==> src/rtl/wb_port_arbiter_pkg.sv <==
// Shared types for the regfile writeback port arbiter.
// Holds the buffered mul/div entry layout and the arbiter FSM states.
package rv32i_types;

  typedef struct packed {
    logic [4:0]  rd;
    logic [31:0] data;
  } wb_entry_t;

  typedef enum logic [1:0] {
    ST_IDLE    = 2'd0,
    ST_PENDING = 2'd1,
    ST_FORCE   = 2'd2
  } wb_arb_state_e;

  function automatic wb_entry_t mk_entry(
    input logic [4:0]  rd,
    input logic [31:0] data
  );
    wb_entry_t e;
    e.rd   = rd;
    e.data = data;
    return e;
  endfunction

endpackage

==> src/rtl/wb_hold_fifo.sv <==
// Holding buffer for completed mul/div results awaiting a regfile slot.
// Power-of-2 depth; pointers wrap naturally. Storage is not reset.
module wb_hold_fifo
  import rv32i_types::*;
#(
  parameter int DEPTH = 2
) (
  input  logic                     clk,
  input  logic                     rst_n,
  input  logic                     i_push,
  input  wb_entry_t                i_entry,
  input  logic                     i_pop,
  output wb_entry_t                o_head,
  output logic                     o_full,
  output logic                     o_empty,
  output logic [$clog2(DEPTH):0]   o_count
);

  localparam int AW = $clog2(DEPTH);
  localparam int CW = AW + 1;

  wb_entry_t        r_mem [DEPTH];
  logic [AW-1:0]    r_wptr;
  logic [AW-1:0]    r_rptr;
  logic [CW-1:0]    r_count;
  logic             w_push;
  logic             w_pop;

  assign o_full  = (r_count == CW'(DEPTH));
  assign o_empty = (r_count == '0);
  assign o_count = r_count;
  assign o_head  = r_mem[r_rptr];

  assign w_push = i_push && !o_full;
  assign w_pop  = i_pop && !o_empty;

  always_ff @(posedge clk) begin
    if (w_push) begin
      r_mem[r_wptr] <= i_entry;
    end
  end

  always_ff @(posedge clk or negedge rst_n) begin
    if (!rst_n) begin
      r_wptr  <= '0;
      r_rptr  <= '0;
      r_count <= '0;
    end else begin
      if (w_push) begin
        r_wptr <= r_wptr + AW'(1);
      end
      if (w_pop) begin
        r_rptr <= r_rptr + AW'(1);
      end
      unique case ({w_push, w_pop})
        2'b10:   r_count <= r_count + CW'(1);
        2'b01:   r_count <= r_count - CW'(1);
        default: r_count <= r_count;
      endcase
    end
  end

endmodule

==> src/rtl/wb_port_arbiter.sv <==
// Shares the single regfile write port between writeback and mul/div.
// WB_ARB_STARVE_EN adds a starvation counter that force-grants the buffer.
module wb_port_arbiter
  import rv32i_types::*;
#(
  parameter int DEPTH        = 2,
  parameter int STARVE_LIMIT = 8
) (
  input  logic                   clk,
  input  logic                   rst,
  input  logic                   pipe_wb_valid,
  input  logic [4:0]             pipe_rd,
  input  logic [31:0]            pipe_data,
  input  logic                   md_valid,
  input  logic [4:0]             md_rd,
  input  logic [31:0]            md_data,
  output logic                   md_ready,
  output logic                   rf_we,
  output logic [4:0]             rf_rd,
  output logic [31:0]            rf_wdata,
  output logic                   pipe_stall,
  output logic [$clog2(DEPTH):0] buf_count
);

  localparam int CW = $clog2(DEPTH) + 1;

  wb_entry_t     w_head;
  logic          w_full;
  logic          w_empty;
  logic [CW-1:0] w_count;
  logic          w_push;
  logic          w_pop;
  logic          w_drain;
  logic          w_force;
  logic          w_pipe_gnt;
  logic          w_fifo_gnt;
  logic          w_gnt;
  logic [4:0]    w_gnt_rd;
  logic [31:0]   w_gnt_data;

  wb_arb_state_e r_state;
  logic          r_rf_we;
  logic [4:0]    r_rf_rd;
  logic [31:0]   r_rf_wdata;

  wb_hold_fifo #(
    .DEPTH (DEPTH)
  ) u_fifo (
    .clk     (clk),
    .rst_n   (rst),
    .i_push  (w_push),
    .i_entry (mk_entry(md_rd, md_data)),
    .i_pop   (w_pop),
    .o_head  (w_head),
    .o_full  (w_full),
    .o_empty (w_empty),
    .o_count (w_count)
  );

  // Ready comes from registered occupancy only; a drain never bypasses it.
  assign md_ready   = !w_full;
  assign w_push     = md_valid && !w_full;
  assign w_pipe_gnt = pipe_wb_valid && !w_force;
  assign w_fifo_gnt = !w_pipe_gnt && !w_empty;
  assign w_pop      = w_fifo_gnt;
  assign w_gnt      = w_pipe_gnt || w_fifo_gnt;
  assign w_drain    = w_pop && !w_push && (w_count == CW'(1));

  always_comb begin
    w_gnt_rd   = '0;
    w_gnt_data = '0;
    unique case (1'b1)
      w_pipe_gnt: begin
        w_gnt_rd   = pipe_rd;
        w_gnt_data = pipe_data;
      end
      w_fifo_gnt: begin
        w_gnt_rd   = w_head.rd;
        w_gnt_data = w_head.data;
      end
      default: begin
        w_gnt_rd   = '0;
        w_gnt_data = '0;
      end
    endcase
  end

`ifdef WB_ARB_STARVE_EN
  localparam int SW = $clog2(STARVE_LIMIT + 1);
  localparam logic [SW-1:0] LIM = SW'(STARVE_LIMIT);

  logic [SW-1:0] r_starve;
  logic [SW-1:0] w_starve_inc;

  assign w_force      = (r_state == ST_FORCE);
  assign w_starve_inc = r_starve + SW'(1);

  always_ff @(posedge clk or negedge rst) begin
    if (!rst) begin
      r_state  <= ST_IDLE;
      r_starve <= '0;
    end else begin
      unique case (r_state)
        ST_IDLE: begin
          r_starve <= '0;
          if (w_push) begin
            r_state <= ST_PENDING;
          end
        end
        ST_PENDING: begin
          if (w_fifo_gnt) begin
            r_starve <= '0;
            if (w_drain) begin
              r_state <= ST_IDLE;
            end
          end else begin
            r_starve <= w_starve_inc;
            if (w_starve_inc == LIM) begin
              r_state <= ST_FORCE;
            end
          end
        end
        ST_FORCE: begin
          r_starve <= '0;
          r_state  <= w_drain ? ST_IDLE : ST_PENDING;
        end
        default: begin
          r_starve <= '0;
          r_state  <= ST_IDLE;
        end
      endcase
    end
  end
`else
  assign w_force = 1'b0;

  always_ff @(posedge clk or negedge rst) begin
    if (!rst) begin
      r_state <= ST_IDLE;
    end else begin
      unique case (r_state)
        ST_IDLE: begin
          if (w_push) begin
            r_state <= ST_PENDING;
          end
        end
        ST_PENDING: begin
          if (w_drain) begin
            r_state <= ST_IDLE;
          end
        end
        default: r_state <= ST_IDLE;
      endcase
    end
  end
`endif

  assign pipe_stall = w_force;
  assign buf_count  = w_count;

  // x0 grants still use the slot but never write.
  always_ff @(posedge clk or negedge rst) begin
    if (!rst) begin
      r_rf_we    <= 1'b0;
      r_rf_rd    <= '0;
      r_rf_wdata <= '0;
    end else begin
      r_rf_we <= w_gnt && (w_gnt_rd != 5'd0);
      if (w_gnt) begin
        r_rf_rd    <= w_gnt_rd;
        r_rf_wdata <= w_gnt_data;
      end
    end
  end

  assign rf_we    = r_rf_we;
  assign rf_rd    = r_rf_rd;
  assign rf_wdata = r_rf_wdata;

endmodule
==> config.mk <==
export PLATFORM = sky130hd
export DESIGN_NAME = wb_port_arbiter
export DESIGN_NICKNAME = d
export VERILOG_FILES = /design/src/rtl/wb_port_arbiter_pkg.sv /design/src/rtl/wb_hold_fifo.sv /design/src/rtl/wb_port_arbiter.sv
export SDC_FILE = /design/constraint.sdc
export NUM_CORES = 1
export LEC_CHECK = 0
export BUFFER_PORTS_ARGS = -buffer_cell sky130_fd_sc_hd__buf_2
export CORE_ASPECT_RATIO = 1.5
export CORE_MARGIN = 1.5
export CORE_UTILIZATION = 56
export CTS_CLUSTER_SIZE = 10
export DETAILED_ROUTE_END_ITERATION = 8
export GPL_TIMING_DRIVEN = 0
export HOLD_SLACK_MARGIN = 0.15
export PLACE_DENSITY = 0.91
export SLEW_MARGIN = 40
export SYNTH_ARGS = -nofsm -noshare
export SYNTH_HDL_FRONTEND = slang
export SYNTH_SLANG_ARGS = --single-unit
==> constraint.sdc <==
create_clock -name clk -period 6 [get_ports clk]
set_input_delay 0.6 -clock clk [delete_from_list [all_inputs] [get_ports clk]]
set_output_delay 0.6 -clock clk [all_outputs]
set_load 0.03 [all_outputs]
-- Yosys cells after proc, flatten, opt, wreduce, memory -nomap -nowiden
Memory sizes are Yosys's and may differ from the RTL's.
Index checks and enable logic that the tools add are counted.
- flip-flop bits (word level): 42
- bits in latches: 0
- memory bits (writable): 74
- bits in read-only memories: 0
- input bits: 78
- output and inout port bits: 42
- word-level logic and storage cells: 31
- memories: 1
- memory list (memory ; depth ; width ; read ports ; clocked after Yosys merged registers in ; write ports ; RTL line ; RTL):
    u_fifo.r_mem ; 2 ; 37 ; 1 ; 0 ; 1 ; wb_hold_fifo.sv:22 ; wb_entry_t r_mem [DEPTH];
- add/subtract/negate cells: 4
- multipliers: 0
- divide/modulo/power cells: 0
- $lt $le $gt $ge: 0
- equal/unequal tests: 3
- shifts and indexed selects: 0
- muxes and demuxes: 5
- bitwise logic cells: 0
- reduce and logical (&&, ||, !) cells: 12
- operator list (cell ; number):
    case mux 32 bit (2 select lines) ; 1
    case mux 5 bit (2 select lines) ; 1
    logical AND 1 bit ; 5
    nonzero test 5 bit ; 1
    == test 2 bit, second input constant ; 2
    case mux 2 bit (2 select lines) ; 1
    zero test 1 bit ; 3
    adder 1 bit, second input constant ; 2
    adder 2 x 1 -> 2 bit, second input constant ; 1
    == test 2 x 1 -> 1 bit, second input constant ; 1
    zero test 2 bit ; 1
    two-way mux 1 bit ; 2
    nonzero test 2 bit ; 1
    subtractor 2 x 1 -> 2 bit, second input constant ; 1
    logical OR 1 bit ; 1

-- Depth between registers and ports, before layout
Gate-level depths: netlist of run 1.
- depth after elaboration: 6
- depth in mapped cells: 7
- gate-level depth less buffers: 6

-- Cells and area by module
A second synthesis of run 1 with hierarchy kept.
- cells, all modules: 304
- area, all modules: 4722.0 um^2
- modules (own cells, without submodules) (module ; instances ; cells each ; area an instance (um^2) ; sequential area each (um^2)):
    wb_hold_fifo ; 1 ; 133 ; 2949.1 ; 2322.2
    wb_port_arbiter ; 1 ; 171 ; 1773.0 ; 950.9

-- Worst setup path before layout of run 1
No wires, ideal clock.
- path type: flip-flop to flip-flop
- start: reg u_fifo.r_count[0] (netlist: u_fifo.o_count[0])
- end: mem u_fifo.r_mem[0][0] (netlist bit), enable pin
- setup time: 431 ps
- data arrival time: 2699 ps
- data required time: 5569 ps
- setup slack: 2870 ps
- cell stages (with the launch flop): 4
- path buffers: 0
- clock period less this slack: 3130 ps
- path through: dfrtp_1 > nand2b_1 > nand2_1 > nor2_1
- word-level cells in the longest chain between the ends: 6
- RTL lines (what ; RTL line ; RTL):
    from (decl) ; wb_hold_fifo.sv:25 ; logic [CW-1:0] r_count;
    from (signal assigned) ; wb_hold_fifo.sv:56 ; 2'b10: r_count <= r_count + CW'(1);
    from (signal assigned) ; wb_hold_fifo.sv:57 ; 2'b01: r_count <= r_count - CW'(1);
    from (signal assigned) ; wb_hold_fifo.sv:58 ; default: r_count <= r_count;
    == test 2 bit * ; wb_hold_fifo.sv:29 ; assign o_full = (r_count == CW'(DEPTH));
    zero test 1 bit * ; - ;
    named net md_ready ; wb_port_arbiter.sv:17 ; output logic md_ready,
    logical AND 1 bit ; wb_port_arbiter.sv:62 ; assign w_push = md_valid && !w_full;
    logical AND 1 bit * ; wb_hold_fifo.sv:34 ; assign w_push = i_push && !o_full;
    two-way mux 1 bit * ; wb_hold_fifo.sv:38 ; if (w_push) begin
    two-way mux 1 bit (not written as such) * ; wb_hold_fifo.sv:39 ; r_mem[r_wptr] <= i_entry;
    to (decl) ; wb_hold_fifo.sv:22 ;
Mark *: on every way through the listed nets, which the timed path passes. The rest lies on a longest branch.

-- Worst setup path in the final report of run 1
- start: reg u_fifo.r_count[0] (netlist: u_fifo.o_count[0])
- end: out md_ready
- word-level cells in the longest chain between the ends: 2
- RTL lines (what ; RTL line ; RTL):
    == test 2 bit ; wb_hold_fifo.sv:29 ;
    zero test 1 bit ; wb_port_arbiter.sv:61 ; assign md_ready = !w_full;
    to (decl) ; wb_port_arbiter.sv:17 ;
No other way between the ends.

==> reports/qor.yml, run 1 <==
floorplan:
  initial_core_util_pct: 58.0
  num_io_pins: 120
  die_area_mm2: 0.00886
  fp-row-count: 40
  coreArea_mm2: 0.00801
  die_x_um: 77.3
  die_y_um: 115
yosys:
  synthesis.area_mm2: 0.00464
  yosys_warnings: 0
  synth_seq_cells: 116
  synth_top_area_share_pct: 47.9
  synthTopCellsByCount: "edfxtp_1 (74), dfrtp_1 (42), nand2_1 (38)"
  avgSynthCellArea_um2: 15.4
  synth.area.top_cells: "edfxtp_1 (48%), dfrtp_1 (23%), mux2_2 (8.7%), mux2i_1 (8.0%), nand2_1 (3.1%)"
  ys.flop_type: "edfxtp_1"
  async_flop_share_pct: 36.2
  synth.net_count: 381
  synth_top_area_cell: "edfxtp_1"
  synth-edff-count: 74
  seq_area_frac_synth_pct: 70.5
  syn_inst: 302
  synth_cell_types: 25
  yosysMostFrequentCell: "edfxtp_1"
pwr:
  internal-power_w: 0.00211
  p_clk_share_pct: 30.2
  ir_drop_uv: 318
  seq_power_share_pct: 38.1
  p_comb_share_pct: 31.8
  cellPowerDensity_mw_per_mm2: 517
  p_leak_nw: 2.49
  switching_share_pct: 31.8
  p_switching_w: 0.000982
worst_setup_path:
  cp_data_arrival_time_ns: 1.24
  reg2reg_slack_ns: 4.33
  cpMaxStageDelayCell: "dfrtp_1"
  criticalPathCategory: "flop to output pin"
  cp-endpoint: "md_ready"
  end_kind: "output pin"
  crit_buf_inv: 1
  crit_chain: "nand2b_1 -> buf_2"
  path_max_fanout: 5
  cp-startpoint: "u_fifo.o_count[0]"
  critPathLaunchType: "flop"
  path_depth: 2
  r2r_end: "u_fifo.o_count[1]"
  r2r_cells: 6
  cp_top_family: "flip-flops"
  slowest_delay_ns: 0.44
  required_ns: 5.40
  crit-reg2reg-launch: "u_fifo.o_count[0]"
clock_network:
  clk_pin_slew_worst_paths_ns: 0.05
  cts_resized: 0
  cts_buffers: 17
  cts_root_buffer: "clkbuf_16"
  post_cts_buffers: 0
  post_cts_hold_buffer_count: 0
  cts_sinks: 116
  htree_levels: 4
  clkLatencyLatePin_ns: 0.40
  cts_tree: "built"
  clockBufferDepth: 2
final_layout:
  syn2layout_area_growth_pct: 28.8
  layout.nets: 519
  drive_gt1_share_pct: 43.0
detailed_routing:
  dr_total_vias: 3040
  ant_nets: 0
  routed_wl_mm: 10.2
  route.detailed.drc: 0
  avgRoutedWirePerCell_um: 18.3
  drt_pass1_iterations: 4
  first_iter_violations: 178
  viasPerCell: 5.44
sta:
  rsz0062_at_grt: "false"
  maxSlewViolCount: 0
  finalCritPeriodShare_pct: 30.6
  worst_pin_slew_ns: 0.594
  finalSetupTns_ns: 0
  min_period_ns: 1.84
  slew_headroom_pct: 60.4
  hold_violations: 0
  max_freq_mhz: 545
  setup_viol: 0
  final.setup_skew_ns: 0.00881
  holdWs_ns: 0.205
grt:
  grt_pass1_wl_mm: 16.1
  track_usage_pct: 24.9
  grt-ovfl-total: 0
  grt_max_degree: 43
  antenna_found_initial: 1
  grt_pass1_vias: 3278
placement:
  io_buffers: 117
  gp_congestion: 0.830
  hpwl_mm: 6.77
status:
  status: "finished clean"
flow_run:
  maxCapViolCount: 0
worst_hold_path:
  hp-class: "primary input to asynchronous set/reset pin"
==> final cells by class <==
class                           instances  area [um2]
Antenna cell                            1        2.50
Buffer                                 17         109
Clock buffer                           28         517
Clock inverter                          4        45.0
Fill cell                             520        2030
Multi-Input combinational cell        169        1270
Sequential cell                       116        3270
Tap cell                              105         131
Timing Repair Buffer                  119         631
==> metrics by stage <==
stage	total power, W	cells	util [%]	worst slack [ns]	area (um2)
2_1_floorplan	0.00187	302	-	2.87	4640
3_3_place_gp	0.00210	524	66.9	2.37	5360
3_5_place_dp	0.00216	526	67.7	4.34	5420
4_1_cts	0.00310	558	74.7	4.15	5980
5_1_grt	0.00323	559	74.7	4.08	5980
6_report	0.00309	559	74.7	4.16	5980
==> cell usage in the layout (no fill, tap or decap) <==
master	netlist	layout
buf_4	3	4
o21ai_1	12	12
clkbuf_1	6	12
nor3_1	2	2
clkbuf_8	0	5
diode_2	0	1
buf_16	0	1
conb_1	1	1
bufinv_16	0	1
buf_6	4	4
o41ai_2	1	1
clkbuf_16	0	17
nand2_1	38	38
mux2i_1	37	37
and3_4	0	1
mux2_2	36	36
nor2_4	0	1
o21ai_0	26	26
buf_1	1	1
mux2_1	1	1
buf_8	0	1
buf_2	3	119
dfrtp_1	42	42
nor2_2	1	1
xor2_1	2	2
nor2_1	3	2
clkinv_2	0	3
ha_1	1	1
or4b_1	1	1
edfxtp_1	74	74
nand2b_1	1	1
xnor2_1	3	3
or4_1	2	2
==> power by group through the flow <==
stage,Clock [W],Sequential (W),Combinational [W]
after global placement,0,0.00118,0.000923
after detailed placement,0,0.00119,0.000977
final,0.000932,0.00118,0.000981
after CTS,0.000941,0.00118,0.000989
after global routing,0.000982,0.00119,0.00105
after floorplan,0,0.00134,0.000528
==> worst min path at each step <==
stage / from / to / cells after the start
floorplan: rst / rf_rd[0] / 0
global placement: u_fifo.r_wptr / u_fifo.r_wptr / 1
detailed placement: u_fifo.o_count[1] / u_fifo.o_count[1] / 1
CTS: rst / rf_rd[1] / 1
global route: rst / rf_wdata[18] / 1
finish: rst / rf_rd[1] / 1
==> registers in the layout, indices dropped and copies added (netlist names) <==
register / count
u_fifo.o_count: 2
rf_rd: 5
u_fifo.r_mem: 74
u_fifo.r_wptr: 1
rf_wdata: 32
rf_we: 1
u_fifo.r_rptr: 1
==> layer usage <==
layer / routed length (um) / global-route usage, % / vias to the layer above / share of wire (%)
met1: 3820 / 27.0 / 1502 / 37
met5: 0 / 0 / - / 0
li1: - / - / 1388 / -
met4: 330 / 12.8 / 0 / 3.2
met2: 5570 / 43.4 / 126 / 54
met3: 505 / 7.97 / 24 / 4.9
==> cells by family after synthesis <==
family                     synth area share, %
DFF                                       70.5
other                                   0.0808
and+or+nand+nor                           4.47
AOI/OAI and AO/OA                         4.45
xor gates and xnor gates                 0.943
muxes                                     16.9
adders and majority gates                0.269
buffers and inverters                     2.34
Note: power is estimated with default switching activity, not from simulation.
==> run 2, diff against run 1 <==
- CORE_UTILIZATION: 56 -> 52
- PLACE_DENSITY: 0.91 -> 0.86
- clock period: 6 -> 1.8 ns (I/O delays scaled with it)
==> run 2 against run 1 <==
First-iteration DRC count increased by 23%; cell area increased by 12%; power increased to 3.3 times the previous value; worst hold slack got worse by 0.038 ns; global-route usage increased by 2.3 points; critical endpoint is now u_fifo.o_count[1]; highest routed layer unchanged.
==> reports/qor.yml, run 2 (same netlist as run 1, synthesis figures left out) <==
final_layout:
  diodes: 0  # -1
  drive_gt1_share_pct: 36.7  # -6.4 points
  regMostFlops: "u_fifo.r_mem"
  fin_area_mm2: 0.00668  # +12%
  final_common_cell: "buf_2"
  layout.nets: 595  # +15%
  final_cell_mix: "buf_2 (119), dlygate4sd3_1 (76), edfxtp_1 (74), dfrtp_1 (40)"
  fin_util_pct: 76.5  # +1.8 points
  largest_reg_flops: 74  # unchanged
  syn2layout_area_growth_pct: 43.8
worst_setup_path:
  r2r_end: "u_fifo.o_count[1]"
  slowest_delay_ns: 0.44  # about the same
  criticalPathCategory: "flop to flop"
  end_kind: "flop"
  crit_top_cell: "nor2_1"
  crit_chain: "nor2_2 -> buf_6 -> nor2_1 -> ha_1 -> nor2_1 -> xor2_1"
  required_ns: 2.12  # -3.28 ns
  r2r_cells: 6  # unchanged
  path_max_fanout: 10  # +5
  reg2reg_slack_ns: 0.09  # -4.24 ns
  cpMaxStageDelayCell: "dfrtp_2"
  cp_data_arrival_time_ns: 2.02  # +0.78 ns
  crit-reg2reg-launch: "u_fifo.o_count[0]"
  critPathLaunchType: "flop"
sta:
  min_period_ns: 1.71
  slew_headroom_pct: 62.0  # +1.6 points
  maxSlewViolCount: 0  # unchanged
  max_freq_mhz: 586
  holdWs_ns: 0.167  # -0.0379 ns
  rsz0062_at_grt: "false"
  finalCritPeriodShare_pct: 94.8
  hold_violations: 0  # unchanged
  final.setup_skew_ns: 0.0104  # +0.00156 ns
  worst_pin_slew_ns: 0.570  # -0.0240 ns
  setup_viol: 0  # unchanged
worst_hold_path:
  hp-start: "pipe_wb_valid"
  hp-class: "primary input to flop"
  whs_endpoint: "rf_we"
  hold_depth: 2
clock_network:
  cts_tree: "built"
  cts_root_buffer: "clkbuf_16"
  cts_buffers: 17  # unchanged
  clockBufferDepth: 2  # unchanged
  cts_resized: 0  # unchanged
  htree_levels: 4  # unchanged
  clk_pin_slew_worst_paths_ns: 0.05  # about the same
  clkLatencyLatePin_ns: 0.41  # about the same
  cts_sinks: 116  # unchanged
pwr:
  cellPowerDensity_mw_per_mm2: 1520  # +200%
  ir_drop_uv: 945  # +200%
  p_leak_nw: 2.77  # +11%
  finalPower_w: 0.0102  # +230%
detailed_routing:
  routed_wl_mm: 12.0  # +17%
  dr_total_vias: 3397  # +12%
  drt_pass1_iterations: 4  # unchanged
  first_iter_violations: 219  # +23%
  route.detailed.drc: 0  # unchanged
  viasPerCell: 5.32  # -2.2%
  ant_nets: 0  # unchanged
  avgRoutedWirePerCell_um: 18.8  # +2.7%
grt:
  grt_pass1_vias: 3663  # +12%
  antenna_found_initial: 0  # -1
  grt.met1_usage_pct: 29.2  # +2.2 points
  grt-ovfl-total: 0  # unchanged
  top_usage_layer: "met2"
  grtUsageMet3_pct: 7.95  # -0.014 points
  grt_pass1_wl_mm: 18.6  # +15%
  grtUsageMet2_pct: 46.1  # +2.7 points
  track_usage_pct: 27.2  # +2.3 points
  grt_max_degree: 43  # unchanged
floorplan:
  initial_core_util_pct: 53.2  # -4.8 points
  die_area_mm2: 0.00952  # +7.4%
  num_io_pins: 120  # unchanged
  fp-row-count: 42  # +5.0%
  die_x_um: 80.2  # +3.6%
  die_y_um: 119  # +3.7%
  coreArea_mm2: 0.00872  # +8.9%
placement:
  io_buffers: 117  # unchanged
  hpwl_mm: 6.93  # +2.3%
  gp_congestion: 0.766  # -7.7%
  place_area_mm2: 0.00543  # +0.21%
status:
  status: "finished clean"
flow_run:
  maxCapViolCount: 0  # unchanged
==> run 2: changes by cell type in the layout (fill, tap and decap cells not counted), sizes merged <==
cell / before / now
bufinv: 1 / 0
clkbuf: 34 / 29
clkinv: 3 / 9
diode: 1 / 0
dlygate4sd3: 0 / 76
==> run 2: what timing repair did <==
action                    CTS  global route
buffers inserted            0             0
hold buffers               76             0
hold endpoints to repair  155             0
==> run 2: report_power, final <==
group          internal (W)  leakage (nW)  total, W  switching [W]
clock               0.00171         0.240   0.00277        0.00106
combinational       0.00145          1.34   0.00346        0.00200
sequential          0.00362          1.19   0.00395       0.000331
total               0.00678          2.77    0.0102        0.00340
==> run 2: cell type report <==
cell class,count,area (um2)
fillers,536,2050
plain buffers,17,109
clock buffers,23,448
well taps,110,138
multi-input cells,169,1290
repair buffers,195,1380
flip-flops and latches,116,3280
clock inverters,9,38.8
==> run 2: critical path, delay by kind of cell, from the launching register on <==
| family | cells | cell delay (ns) |
|---|---|---|
| adder cells (fa/ha/maj) | 1 | 0.34 |
| buffers and inverters | 1 | 0.20 |
| AND/OR/NAND/NOR | 3 | 0.44 |
| XOR/XNOR | 1 | 0.19 |
| flip-flops | 1 | 0.44 |
==> run 2: layer usage <==
layer | wire [um] | share of wire (%)
met2 | 6660 | 55
met5 | 0 | 0
met1 | 4300 | 36
met4 | 538 | 4.5
met3 | 503 | 4.2
==> run 2: worst max-delay path by stage <==
stage                            from             endpoint  slack [ns]  cells after the start
global route        u_fifo.o_count[0]    u_fifo.o_count[1]       0.002                      7
finish              u_fifo.o_count[0]    u_fifo.o_count[1]        0.09                      6
global placement    u_fifo.o_count[0]  u_fifo.r_mem[0][21]       -0.11                      3
CTS                 u_fifo.o_count[0]    u_fifo.o_count[1]        0.09                      6
detailed placement  u_fifo.o_count[0]    u_fifo.o_count[1]        0.20                      6
floorplan           u_fifo.o_count[0]   u_fifo.r_mem[0][0]       0.008                      3
==> run 2: metrics by stage <==
stage,worst slack [ns],TNS [ns],instances
2_1_floorplan,0.00848,0,302
3_3_place_gp,-0.114,-4.16,529
3_5_place_dp,0.203,0,531
4_1_cts,0.0892,0,639
5_1_grt,0.00153,0,639
6_report,0.0944,0,639
